<file path="config.mk">
export PLATFORM = sky130hd
export DESIGN_NAME = multi_bit_sync_edge
export DESIGN_NICKNAME = d
export VERILOG_FILES = /design/src/rtl/multi_bit_sync_edge.sv
export SDC_FILE = /design/constraint.sdc
export NUM_CORES = 1
export LEC_CHECK = 0
export CAP_MARGIN = 20
export CORE_MARGIN = 1.5
export CORE_UTILIZATION = 45
export DETAILED_ROUTE_END_ITERATION = 8
export DONT_BUFFER_PORTS = 1
export GPL_TIMING_DRIVEN = 0
export PLACE_DENSITY_LB_ADDON = 0.05
export SLEW_MARGIN = 20
export SYNTH_ARGS = -nofsm -noshare
export SYNTH_HDL_FRONTEND = slang
export SYNTH_SLANG_ARGS = --single-unit
export TNS_END_PERCENT = 50
</file>
<file path="constraint.sdc">
create_clock -name clk -period 0.99 [get_ports clk]
set_clock_uncertainty 0.15 [all_clocks]
set_input_delay 0.099 -clock clk [delete_from_list [all_inputs] [get_ports clk]]
set_output_delay 0.099 -clock clk [all_outputs]
set_load 0.05 [all_outputs]
</file>
<file path="src/rtl/multi_bit_sync_edge.sv">
// ============================================================================
// Module      : multi_bit_sync_edge
// Description : N-channel async-level synchroniser. Each channel has a flop
//               chain, an optional stability filter (SYNC_FILTER_EN) and
//               registered rise/fall pulses.
// Revision    : 1.0 - initial release
// ============================================================================
`default_nettype none

module multi_bit_sync_edge #(
    parameter int WIDTH      = 4,
    parameter int STAGES     = 2,
    parameter int FILTER_CYC = 4
) (
    input  logic             clk,
    input  logic             rst_n,
    input  logic [WIDTH-1:0] async_in,
    output logic [WIDTH-1:0] sync_out,
    output logic [WIDTH-1:0] rise,
    output logic [WIDTH-1:0] fall,
    output logic             any_edge
);

    generate
        if (STAGES < 2) begin : g_bad_stages
            $error("multi_bit_sync_edge: STAGES must be >= 2");
        end
        if (FILTER_CYC < 1) begin : g_bad_filter
            $error("multi_bit_sync_edge: FILTER_CYC must be >= 1");
        end
        if (WIDTH < 1) begin : g_bad_width
            $error("multi_bit_sync_edge: WIDTH must be >= 1");
        end
    endgenerate

`ifdef SYNC_FILTER_EN
    localparam int              CNT_W     = $clog2(FILTER_CYC + 1);
    localparam logic [CNT_W-1:0] c_cnt_max = CNT_W'(FILTER_CYC - 1);
`endif

    logic [WIDTH-1:0] w_lvl_next;
    logic [WIDTH-1:0] r_lvl;
    logic [WIDTH-1:0] r_rise;
    logic [WIDTH-1:0] r_fall;
    logic             r_any_edge;

    generate
        for (genvar i = 0; i < WIDTH; i++) begin : g_ch
            logic [STAGES-1:0] r_sync;
            logic              w_s_last;
            logic              w_lvl_nxt;

            // Plain shift chain: only r_sync[0] may resolve from metastability.
            always_ff @(posedge clk or negedge rst_n) begin
                if (!rst_n) begin
                    r_sync <= '0;
                end else begin
                    r_sync <= {r_sync[STAGES-2:0], async_in[i]};
                end
            end

            assign w_s_last = r_sync[STAGES-1];

`ifdef SYNC_FILTER_EN
            logic [CNT_W-1:0] r_cnt;
            logic [CNT_W-1:0] w_cnt_next;

            always_comb begin
                w_cnt_next = '0;
                w_lvl_nxt  = r_lvl[i];
                if (w_s_last != r_lvl[i]) begin
                    if (r_cnt == c_cnt_max) begin
                        w_lvl_nxt = w_s_last;
                    end else begin
                        w_cnt_next = r_cnt + 1'b1;
                    end
                end
            end

            always_ff @(posedge clk or negedge rst_n) begin
                if (!rst_n) begin
                    r_cnt <= '0;
                end else begin
                    r_cnt <= w_cnt_next;
                end
            end
`else
            assign w_lvl_nxt = w_s_last;
`endif

            assign w_lvl_next[i] = w_lvl_nxt;
        end
    endgenerate

    // Pulses are derived from the same next-level so they line up with sync_out.
    always_ff @(posedge clk or negedge rst_n) begin
        if (!rst_n) begin
            r_lvl      <= '0;
            r_rise     <= '0;
            r_fall     <= '0;
            r_any_edge <= 1'b0;
        end else begin
            r_lvl      <= w_lvl_next;
            r_rise     <= ~r_lvl & w_lvl_next;
            r_fall     <= r_lvl & ~w_lvl_next;
            r_any_edge <= |(r_lvl ^ w_lvl_next);
        end
    end

    assign sync_out = r_lvl;
    assign rise     = r_rise;
    assign fall     = r_fall;
    assign any_edge = r_any_edge;

endmodule

`default_nettype wire

</file>
After elaboration in Yosys (flattened, before gate mapping)
Index checks and enable logic that the tools add are counted.
{"block": "op_classes", "n_bitwise": 5, "reduce_logical": 1}
{"operator": "$and A4 B4 Y4", "count": 2}
{"operator": "$not A4 Y4", "count": 2}
{"operator": "$reduce_or A4 Y1", "count": 1}
{"operator": "$xor A4 B4 Y4", "count": 1}
{"block": "word_totals", "ff_bits": 21, "in_bits": 6, "wordCells": 14}

Depth between registers and ports, before layout
Gate-level depths: netlist (run 1).
{"block": "depth", "depth_word": 2, "ltp_mapped": 3}

Least setup slack after synthesis (run 1)
No wires, ideal clock.
{"block": "synth_path", "kind": "register to register", "start": "register r_lvl[1] (netlist: sync_out[1])", "end": "register r_any_edge (netlist: any_edge)", "arrival_ns": 1.067, "setup_slack_ns": -0.356, "path_stages_with_launch": 4, "n_path_buf": 0, "period_less_slack_ns": 1.346, "path_cell_list": "dfrtp_1 -> inv_1 -> ha_1 -> nand4_1"}
{"block": "synth_via", "elab_chain_len": 2}
{"element": "start, declared", "line": "42", "text": "logic [WIDTH-1:0] r_lvl;"}
{"element": "start signal, assigned", "line": "103", "text": "r_lvl <= w_lvl_next;"}
{"element": "$xor A4 B4 Y4", "line": "106", "text": "r_any_edge <= |(r_lvl ^ w_lvl_next);"}
{"element": "$reduce_or A4 Y1", "line": "106"}
{"element": "end signal, assigned", "line": "106"}
{"element": "end, declared", "line": "45", "text": "logic r_any_edge;"}
Every way passes these cells.

Worst setup path in the final report (run 1)
Same ends and word-level chain as after synthesis.

==> out/metrics.cfg, run 1 <==
[setup_path]
end_kind = flop
required_ns = 1.02
reg2reg_to = any_edge
cp_top_family = flip-flops
worstPathArrival_ns = 1.26
path_max_fanout = 3
worstReg2RegStart = sync_out[1]
rrSetupSlack_ns = -0.23
worst_path_max_delay_cell = dfrtp_2
path_buf_inv = 1
critical_path.max_stage_delay_ns = 0.56
reg2reg_depth = 3
path_cells = inv_2 > ha_1 > nand4_1
startpoint = sync_out[1]
crit_path_start_kind = flop
crit_type = reg2reg

[finish]
layout_commonest_cell = dfrtp_2
antenna_cells = 0
final_cell_mix = dfrtp_2 (12), dfrtp_1 (9), ha_1 (5)
area_delta_synth_final_pct = 18.3
fin_nets = 62
final_core_util = 0.587
drive_above_1_share = 0.489

[grt]
grt_pass1_wl_mm = 1.08
gr-total-overflow = 0
antenna_found_initial = 0
grt.busiest_layer = met2
grt_start_max_net_pins = 22
met1_usage = 0.116
use_met3 = 0.0426
track_usage = 0.102
grt_pass1_vias = 269
grtUsageMet2 = 0.164

[run_status]
violations = negative hold slack, negative setup slack
outcome = complete, but fails checks

[timing]
slew_violations = 0
fmax_mhz = 818
finalSetupViolations = 22
finalWorstSetupSlack_ns = -0.233
finalSetupTns_ns = -1.73
post-route-min-period_ns = 1.22
rsz0062_at_grt = yes
worstMarginPinSlew_ns = 0.841
hold_ws_ns = -0.182
fin_crit_sh = 1.24
hold_viol_final = 21
relSlewSlack = 0.439

[synth]
synth-seq-cells = 21
avgSynthCellArea_sq_um = 17.4
synth_cells = 38
synth.yosys.warnings = 0
syn_area_sq_um = 662
seq_area_frac_synth = 0.794
synth_top_cell_by_area = dfrtp_1
ys_top_cells_by_area = dfrtp_1 (79%), ha_1 (15%), inv_1 (4.5%)
synth_cell_type_count = 4
synth_top_area_share = 0.794
syn-num-nets = 52

[floorplanning]
die_h_microns = 41.4
start_util = 0.496
die_w_microns = 41.4
io_pins = 19
rows = 13
die_area_sq_mm = 0.00171
core_area_sq_mm = 0.00133

[clock_network]
cts.path.max_buffers = 2
h-tree-depth = 1
holdBufCountCts = 5
tritoncts = built
clock_sinks = 21
cts_inserted_buffers = 3
cts_setup_buffers = 0
insertion_delay_ns = 0.29
clk_pin_slew_ns = 0.11
cts_root_buffer = clkbuf_4

[power_and_ir_drop]
ir_drop_mv = 0.814
p_total_mw = 1.46
p_per_area_mw_per_mm2 = 1860
leakage_nw = 0.381

[route]
wl_microns = 708
drt_pass1_iterations = 2
drt_iter0_drc = 1
drtAntennaViolNets = 0
drc = 0
via_per_inst = 4.63
wl_per_cell_microns = 11.4
num_vias = 287

[job]
drv_cap = 0

[placed_design]
gp_congestion = 0.644
port_buffers = 0
dp_hpwl_microns = 516

[hold_path]
hp-class = in2async

==> flip-flops by register name, summed over array words and instances, names as in the netlist <==
register     cells
g_ch.r_sync      8
rise             4
any_edge         1
fall             4
sync_out         4
==> power breakdown <==
part	internal, mW	switching (mW)
logic	0.0263	0.0298
registers	0.905	0.124
clock network	0.150	0.225
total	1.08	0.379
==> kinds of logic (layout without fill, tap and decap cells) <==
kind of cell  count (synthesis)  in the layout  synth area share
flops                        21             21             0.794
fa+ha+maj                     8              8             0.151
buf+inv                       8             17            0.0454
simple gates                  1              1           0.00946
==> layer usage <==
metal	vias to the layer above	share of wire
li1	129	-
met1	143	0.41
met2	15	0.50
met3	0	0.096
met4	0	0
met5	-	0
==> per-stage QoR <==
step           hold WS, ns  cell area [sq um]  setup WS, ns  std cells
3_5_place_dp        -0.346                686        -0.222         53
6_report            -0.182                783        -0.233         62
3_3_place_gp        -0.346                686        -0.233         53
2_1_floorplan       -0.347                667        -0.187         38
5_1_grt             -0.112                783        -0.299         62
4_1_cts              0.193                781        -0.241         62
==> synth_stat cells <==
master / instances
dfrtp_1: 21
inv_1: 8
nand4_1: 1
ha_1: 8
==> final cells by class <==
type	count	area (sq um)
clock buffer	3	22.5
inverter	8	30.0
multi-input combinational	9	114
timing repair buffer	5	52.6
clock inverter	1	5.00
sequential	21	541
tap	15	18.8
fill	100	551
==> how the worst max path moves through the flow <==
stage               depth (start not counted)  slack (ns)  endpoint
floorplan                                   3       -0.19  any_edge
global placement                            3       -0.23  any_edge
detailed placement                          3       -0.22  any_edge
CTS                                         3       -0.24  any_edge
global route                                3       -0.30  any_edge
finish                                      3       -0.23  any_edge
==> worst register-to-register path: stages, from the launching register on <==
cell,delay [ns]
dfrtp_2,0.56
inv_2,0.05
ha_1,0.27
nand4_1,0.08
==> timing repair <==
item	CTS	global route
setup endpoints to repair	22	43
pin swaps	3	0
resized for setup	11	1
hold endpoints to repair	25	21
gates cloned	0	0
No activity file was read; power rests on OpenSTA's default activity.
==> run 2: changes to the inputs <==
==> constraint.sdc (replaced) <==
create_clock -name clk -period 0.99 [get_ports clk]
set_clock_uncertainty 0.15 [all_clocks]
set_input_delay 0.099 -clock clk [delete_from_list [all_inputs] [get_ports clk]]
set_output_delay 0.099 -clock clk [all_outputs]
set_load 0.02 [all_outputs]
==> run 2 against run 1 <==
  * The flow still finishes with violations (negative hold slack, negative setup slack)
  * Sequential share of layout area fell by 0.54 points
  * Clock power is essentially flat
  * Count of clock-buffer cells in the layout unchanged
  * Non-clock buffer count down 1
  * Flip-flop and latch count unchanged
  * Utilization rose by 0.19 points
  * Cell count decreased by 1.6%
  * Die area stayed put
  * Sequential power decreased by 6%
  * Combinational power fell by 20%
  * Via count increased by 2.1%
  * Total power shrank 4.9%
  * Critical endpoint unchanged
  * Highest routed layer unchanged
==> out/metrics.cfg, run 2 (synthesis gave the netlist of run 1 again) <==
[timing]
hold_viol_final = 21  ; unchanged
slew_violations = 0  ; unchanged
fmax_mhz = 893  ; +9.2%
fin_crit_sh = 1.13  ; -0.105
hold_ws_ns = -0.666  ; -0.484 ns
post-route-min-period_ns = 1.12  ; -0.104 ns
finalWorstSetupSlack_ns = -0.129  ; +0.104 ns
rsz0062_at_grt = yes
finalSetupViolations = 10  ; -55%
finalSetupTns_ns = -0.304  ; +1.43 ns
relSlewSlack = 0.867  ; +0.428
worstMarginPinSlew_ns = 0.200  ; -0.641 ns

[finish]
antenna_cells = 0  ; unchanged
drive_above_1_share = 0.435  ; -0.0546
final_cell_mix = dfrtp_1 (11), dfrtp_2 (10), ha_1 (6)
largest_register = g_ch.r_sync
fillers = 104  ; +4.0%
largest_reg_flops = 8  ; unchanged
fin_area_sq_um = 786  ; +0.32%
layout_commonest_cell = dfrtp_1
fin_nets = 61  ; -1.6%
final-instance-count-excl-fill = 61  ; -1.6%
area_delta_synth_final_pct = 18.7

[floorplanning]
die_h_microns = 41.4  ; unchanged
io_pins = 19  ; unchanged
die_w_microns = 41.4  ; unchanged
core_area_sq_mm = 0.00133  ; unchanged
die_area_sq_mm = 0.00171  ; unchanged
rows = 13  ; unchanged
start_util = 0.496  ; unchanged

[setup_path]
worstPathArrival_ns = 1.15  ; -0.11 ns
path_cells = inv_2 > ha_4 > nand4_1
end_kind = flop
rrSetupSlack_ns = -0.13  ; +0.10 ns
critical_path.max_stage_delay_ns = 0.46  ; -0.10 ns
crit_type = reg2reg
worst_path_max_delay_cell = dfrtp_2
path_max_fanout = 3  ; unchanged
worstReg2RegStart = sync_out[3]
crit_path_start_kind = flop
reg2reg_to = any_edge
reg2reg_depth = 3  ; unchanged
required_ns = 1.02  ; about the same

[grt]
gr-total-overflow = 0  ; unchanged
grt_start_max_net_pins = 22  ; unchanged
grt_pass1_wl_mm = 1.10  ; +2.6%
grt_pass1_vias = 265  ; -1.5%
track_usage = 0.109  ; +0.00787
antenna_found_initial = 0  ; unchanged

[hold_path]
hp-class = in2async

[clock_network]
cts_inserted_buffers = 3  ; unchanged
tritoncts = built
clk_pin_slew_ns = 0.11  ; about the same
cts_setup_buffers = 0  ; unchanged
cts_root_buffer = clkbuf_4
clock_sinks = 21  ; unchanged
h-tree-depth = 1  ; unchanged
cts.path.max_buffers = 2  ; unchanged
holdBufCountCts = 4  ; -1
insertion_delay_ns = 0.29  ; about the same

[route]
num_vias = 293  ; +2.1%
via_per_inst = 4.80  ; +3.8%
wl_microns = 742  ; +4.8%
drt_pass1_iterations = 1  ; -1
drtAntennaViolNets = 0  ; unchanged
drc = 0  ; unchanged
drt_iter0_drc = 0  ; -1
wl_per_cell_microns = 12.2  ; +6.5%

[placed_design]
port_buffers = 0  ; unchanged
gp_congestion = 0.644  ; unchanged
dp_hpwl_microns = 519  ; +0.54%
placedCellCount = 53  ; unchanged
place_area_sq_um = 686  ; unchanged

[run_status]
outcome = complete, but fails checks
violations = negative hold slack, negative setup slack

[power_and_ir_drop]
p_total_mw = 1.39  ; -4.9%
power.switching_uw = 306  ; -19%
leakage_nw = 0.376  ; -1.5%
internal_power_mw = 1.08  ; +0.10%
pwr-share-seq = 0.697  ; -0.007
p_sw_frac = 0.220  ; -0.0391
power_frac_comb = 0.032  ; -0.006
p_clk_frac = 0.271  ; +0.014
p_per_area_mw_per_mm2 = 1770  ; -5.2%
ir_drop_mv = 0.907  ; +11%

[job]
drv_cap = 0  ; unchanged

==> run 2: power groups by stage <==
| stage | combinational, mW | clock (mW) | sequential [mW] |
|---|---|---|---|
| after CTS | 0.0450 | 0.401 | 0.966 |
| after detailed placement | 0.0263 | 0 | 0.981 |
| after global placement | 0.0252 | 0 | 0.978 |
| after floorplan | 0.0198 | 0 | 0.973 |
| after global routing | 0.0556 | 0.437 | 0.975 |
| final | 0.0447 | 0.376 | 0.967 |
==> run 2: metal layers <==
layer  up-vias  global-route usage  wire [microns]
met5         -                   0               0
met4         0              0.0726               0
met3         0              0.0426              62
met2        15               0.164             383
met1       148               0.130             296
li1        130                   -               -
==> run 2: area by class of cell <==
class	instances	area, sq um	area share
clock buffer	3	22.5	0.0287
clock inverter	1	5.00	0.00637
inverter	8	30.0	0.0382
multi-input combinational	9	131	0.167
sequential	21	538	0.685
tap	15	18.8	0.0239
timing repair buffer	4	40.0	0.0510
==> run 2: worst max-delay path: cells and delay by family (launching register included) <==
| kind | cells | cell delay [ns] |
|---|---|---|
| and+or+nand+nor | 1 | 0.08 |
| DFF | 1 | 0.46 |
| buffers and inverters | 1 | 0.07 |
| adders and majority gates | 1 | 0.25 |
==> run 2: metrics by stage <==
stage	util	worst slack (ns)
CTS	0.584	-0.129
global route	0.589	-0.187
detailed placement	0.514	-0.111
finish	0.589	-0.129
floorplan	-	-0.0749
global placement	0.514	-0.122
==> run 2: repair_timing <==
action,4_1_cts,5_1_grt
pin swaps,2,0
resized for setup,4,5
setup endpoints to repair,14,14
hold endpoints to repair,25,21
gates cloned,0,0
==> run 2: worst max path at each step <==
stage | from | endpoint | cells past startpoint
after global placement | sync_out[1] | any_edge | 3
final | sync_out[3] | any_edge | 3
after floorplan | sync_out[1] | any_edge | 3
after global routing | sync_out[3] | any_edge | 3
after CTS | sync_out[3] | any_edge | 3
after detailed placement | sync_out[0] | any_edge | 3
